$ cat config.mk
export PLATFORM = sky130hd
export DESIGN_NAME = sync_down_counter
export DESIGN_NICKNAME = d
export VERILOG_FILES = /design/src/rtl/sync_down_counter_pkg.sv /design/src/rtl/sync_down_counter.sv
export SDC_FILE = /design/constraint.sdc
export NUM_CORES = 1
export LEC_CHECK = 0
export ABC_AREA = 1
export CAP_MARGIN = 30
export CORE_AREA = 2 2 39 41
export CTS_CLUSTER_DIAMETER = 30
export CTS_CLUSTER_SIZE = 8
export DETAILED_ROUTE_END_ITERATION = 10
export DIE_AREA = 0 0 41 43
export PLACE_DENSITY = 0.66
export SLEW_MARGIN = 20
export SYNTH_ARGS = -nofsm -noshare
export SYNTH_HDL_FRONTEND = slang
export SYNTH_SLANG_ARGS = --single-unit
$ cat constraint.sdc
create_clock -name i_clk -period 1.4 [get_ports i_clk]
set_clock_uncertainty 0.2 [all_clocks]
set_input_delay 0.14 -clock i_clk [delete_from_list [all_inputs] [get_ports i_clk]]
set_output_delay 0.14 -clock i_clk [all_outputs]
set_load 0.03 [all_outputs]
$ cat src/rtl/sync_down_counter_pkg.sv
// Shared types for the synchronous loadable down-counter.
package sync_down_counter_pkg;

    typedef enum logic {
        IDLE = 1'b0,
        RUN  = 1'b1
    } state_t;

endpackage

$ cat src/rtl/sync_down_counter.sv
// Loadable down-counter/timer: accepts a start value over a valid/ready
// handshake, counts down while enabled and pulses done at terminal count.
// With AUTO_RELOAD set, the loaded value is restored at terminal count and
// the counter keeps running.
module sync_down_counter
    import sync_down_counter_pkg::*;
#(
    parameter int unsigned WIDTH       = 4,
    parameter bit          AUTO_RELOAD = 1'b0
) (
    input  logic             i_clk,
    input  logic             i_reset,
    input  logic             i_load_valid,
    input  logic [WIDTH-1:0] i_load_value,
    output logic             o_load_ready,
    input  logic             i_en,
    input  logic             i_abort,
    output logic [WIDTH-1:0] o_count,
    output logic             o_busy,
    output logic             o_done
);

    localparam logic [WIDTH-1:0] ONE = {{(WIDTH-1){1'b0}}, 1'b1};

    state_t           r_state;
    logic [WIDTH-1:0] r_count;
    logic [WIDTH-1:0] r_reload;
    logic             r_done;

    // FSM and count datapath; done is a registered single-cycle pulse.
    always_ff @(posedge i_clk) begin
        if (i_reset) begin
            r_state  <= IDLE;
            r_count  <= '0;
            r_reload <= '0;
            r_done   <= 1'b0;
        end else begin
            r_done <= 1'b0;
            case (r_state)
                IDLE: begin
                    if (i_load_valid) begin
                        r_count  <= i_load_value;
                        r_reload <= i_load_value;
                        // A zero load is an immediate terminal count.
                        if (i_load_value != '0) begin
                            r_state <= RUN;
                        end else begin
                            r_done <= 1'b1;
                        end
                    end
                end
                RUN: begin
                    // Abort wins over a terminal event in the same cycle.
                    if (i_abort) begin
                        r_state <= IDLE;
                    end else if (i_en) begin
                        if (r_count > ONE) begin
                            r_count <= r_count - ONE;
                        end else begin
                            // count is never 0 in RUN, so this is count == 1.
                            r_done <= 1'b1;
                            if (AUTO_RELOAD) begin
                                r_count <= r_reload;
                            end else begin
                                r_count <= '0;
                                r_state <= IDLE;
                            end
                        end
                    end
                end
                default: begin
                    r_state <= IDLE;
                end
            endcase
        end
    end

    assign o_load_ready = (r_state == IDLE);
    assign o_busy       = (r_state == RUN);
    assign o_count      = r_count;
    assign o_done       = r_done;

endmodule

==> flow_metrics.py <==
metrics = {
    "worst_setup_path": {
        "cp_common_cell": "inv_2",
        "cpMaxStageDelayCell": "dfxtp_4",
        "startpoint": "o_count[0]$_SDFFE_PP0P_",
        "critPathArrivalTime_ns": 1.34,
        "crit_required_ns": 1.37,
        "start_kind": "flip-flop",
        "critical_path_class": "reg2reg",
        "worst-path-stages": 7,
        "crit_chain": "inv_2, ha_4, inv_2, nand2_4, a21oi_4, nand2_1, a21oi_1",
        "crit-reg2reg-launch": "o_count[0]$_SDFFE_PP0P_",
        "r2r_cells": 7,
        "cpPeakStageDelay_ns": 0.36,
        "cp_max_fo": 4,
        "cp_top_family": "flip-flops",
        "cp-end-kind": "flip-flop",
        "path_buf_inv": 2,
    },
    "place": {
        "numPlacedInstances": 98,
        "placed_area_um2": 629,
        "io_buffer_count": 15,
        "dp_hpwl_um": 805,
        "preCtsSetupSlack_ns": -0.00475,
        "gp_congestion": 0.765,
    },
    "timing": {
        "hold_violations": 0,
        "period_share": 0.981,
        "worst_pin_slew_ns": 0.304,
        "setup_violations": 0,
        "fmax_ghz": 0.728,
        "max_slew_margin": 0.798,
        "maxSlewViolCount": 0,
        "setup_ws_ns": 0.0265,
        "period_needed_ns": 1.37,
    },
    "clocking": {
        "clk_pin_slew_ns": 0.05,
        "cts_root_buf": "clkbuf_4",
        "cts_sinks": 6,
        "clock_latency_ns": 0.24,
        "numCtsBuffers": 3,
        "cts_buffer_depth": 2,
        "hold_buffers": 0,
        "cts_tree": "done",
        "htree_levels": 1,
    },
    "power_and_ir_drop": {
        "finalPower_mw": 0.617,
        "pwr_density_cell_nw_per_um2": 895,
        "leakage_nw": 0.322,
        "ir_drop_mv": 0.330,
    },
    "cells_and_area": {
        "fin_area_um2": 689,
        "final_cells": 103,
        "nets": 100,
        "drive_gt1_frac": 0.368,
        "antenna_cells": 0,
        "areaGrowthSynthToFinish_pct": 65.0,
        "fill_cells": 151,
        "final_core_utilization": 0.498,
    },
    "global_routing": {
        "antenna_found_initial": 0,
        "grt_pass1_vias": 393,
        "grt_max_degree": 7,
        "grt_overflow": 0,
        "grt_pass1_wl_um": 1540,
        "track_usage": 0.127,
    },
    "drt": {
        "drt_iter0_drc": 5,
        "dr.pass1.iters": 4,
        "viasPerCell": 4.56,
        "drt.antenna.violating_nets": 0,
        "wl_um": 996,
        "drcViolationCount": 0,
        "wl_per_cell_um": 9.67,
        "vias": 470,
    },
    "job": {
        "cap_violations": 0,
    },
    "min_path": {
        "hp-class": "in2reg",
        "worstHoldStart": "i_reset",
        "hold_depth": 2,
    },
    "logic_synthesis": {
        "syn_nets": 73,
        "synth.distinct_cells": 17,
        "yosys_register_bits": 6,
        "ys_seq_area_frac": 0.287,
        "syn_inst": 62,
        "avgSynthCellArea_um2": 6.74,
        "syn_area_um2": 418,
        "ys_warn_count": 0,
    },
    "floorplanning": {
        "ios": 16,
        "start_util": 0.302,
        "chipHeight_um": 43,
        "dieArea_um2": 1760,
        "rows": 14,
        "design.core.area_um2": 1380,
        "die_w_um": 41,
    },
    "run_status": {
        "outcome": "complete, no violations",
    },
}
[path summary, 6_finish.rpt]
kind                                           endpoint  slack (ns)
worst max-delay path            o_count[0]$_SDFFE_PP0P_        0.03
worst min-delay path                  o_busy$_SDFF_PP0_        0.30
worst max register to register  o_count[0]$_SDFFE_PP0P_        0.03
worst min register to register  o_count[0]$_SDFFE_PP0P_        0.38
[metrics by stage]
stage               setup TNS [ns]  hold slack, ns
global route               -0.0243           0.318
CTS                              0           0.300
floorplan                        0         0.00165
detailed placement        -0.00950           0.374
finish                           0           0.304
global placement                 0           0.361
[cells by family (layout without fill, tap and decap cells)]
logic type	Yosys count	after routing	share of synthesized area
simple gates	26	26	0.305
compound gates	15	15	0.219
buf+inv	12	37	0.108
flops	6	6	0.287
fa+ha+maj	2	2	0.0599
xor+xnor	1	1	0.0210
[layer usage]
metal  up-vias  global-route usage  wire length (um)
li1        251                   -                 -
met1       208               0.159               474
met2         9               0.184               477
met3         2              0.0314                29
met4         0              0.0800                14
met5         -                   0                 0
[worst register-to-register path: stages, from the launching register on]
cell,delay (ns)
dfxtp_4,0.36
inv_2,0.05
ha_4,0.16
inv_2,0.06
nand2_4,0.06
a21oi_4,0.18
nand2_1,0.08
a21oi_1,0.14
[registers in the layout, summed over array words and instances, names as in the netlist]
register / flops
o_busy: 1
o_count: 4
o_done: 1
[synthesized netlist by cell type]
cell	instances	area, um^2
nand3_2	1	10.0
o21ai_0	4	20.0
dfxtp_1	6	120
nand3_1	3	15.0
a21boi_0	2	15.0
nand2_1	12	45.0
a21oi_1	8	40.0
xor2_1	1	8.76
nor2_1	4	15.0
nand2_4	1	11.3
inv_1	11	41.3
nor2_2	2	12.5
nand2_2	1	6.26
nand4_1	2	12.5
a21oi_4	1	16.3
ha_1	2	25.0
inv_2	1	3.75
[repair_timing]
action                     in CTS  in global routing
setup endpoints to repair       8                  3
gates resized for setup         4                  9
pin swaps                       1                  4
setup buffers                   0                  2
[layout by cell type (no fill, tap or decap), drive strengths merged]
| master | n |
|---|---|
| nand3 | 4 |
| clkdlybuf4s50 | 8 |
| buf | 10 |
| xor2 | 1 |
| nor2 | 6 |
| inv | 12 |
| a21boi | 2 |
| clkbuf | 3 |
| o21ai | 4 |
| nand2 | 14 |
| dlygate4sd2 | 4 |
| dfxtp | 6 |
| nand4 | 2 |
| ha | 2 |
| a21oi | 9 |
[power by group]
part / total (mW) / switching (mW) / internal (mW)
Clock: 0.161 / 0.0638 / 0.0971
Sequential: 0.203 / 0.0161 / 0.187
Combinational: 0.253 / 0.138 / 0.114
Total: 0.617 / 0.218 / 0.398
[cell type report]
cell class,count,area (um^2),share of cell area
Tap cell,16,20.0,0.0290
Sequential cell,6,129,0.187
Inverter,12,45.0,0.0653
Clock buffer,3,22.5,0.0327
Timing Repair Buffer,22,190,0.276
Multi-Input combinational cell,44,283,0.410
(Power assumes the default switching activity.)
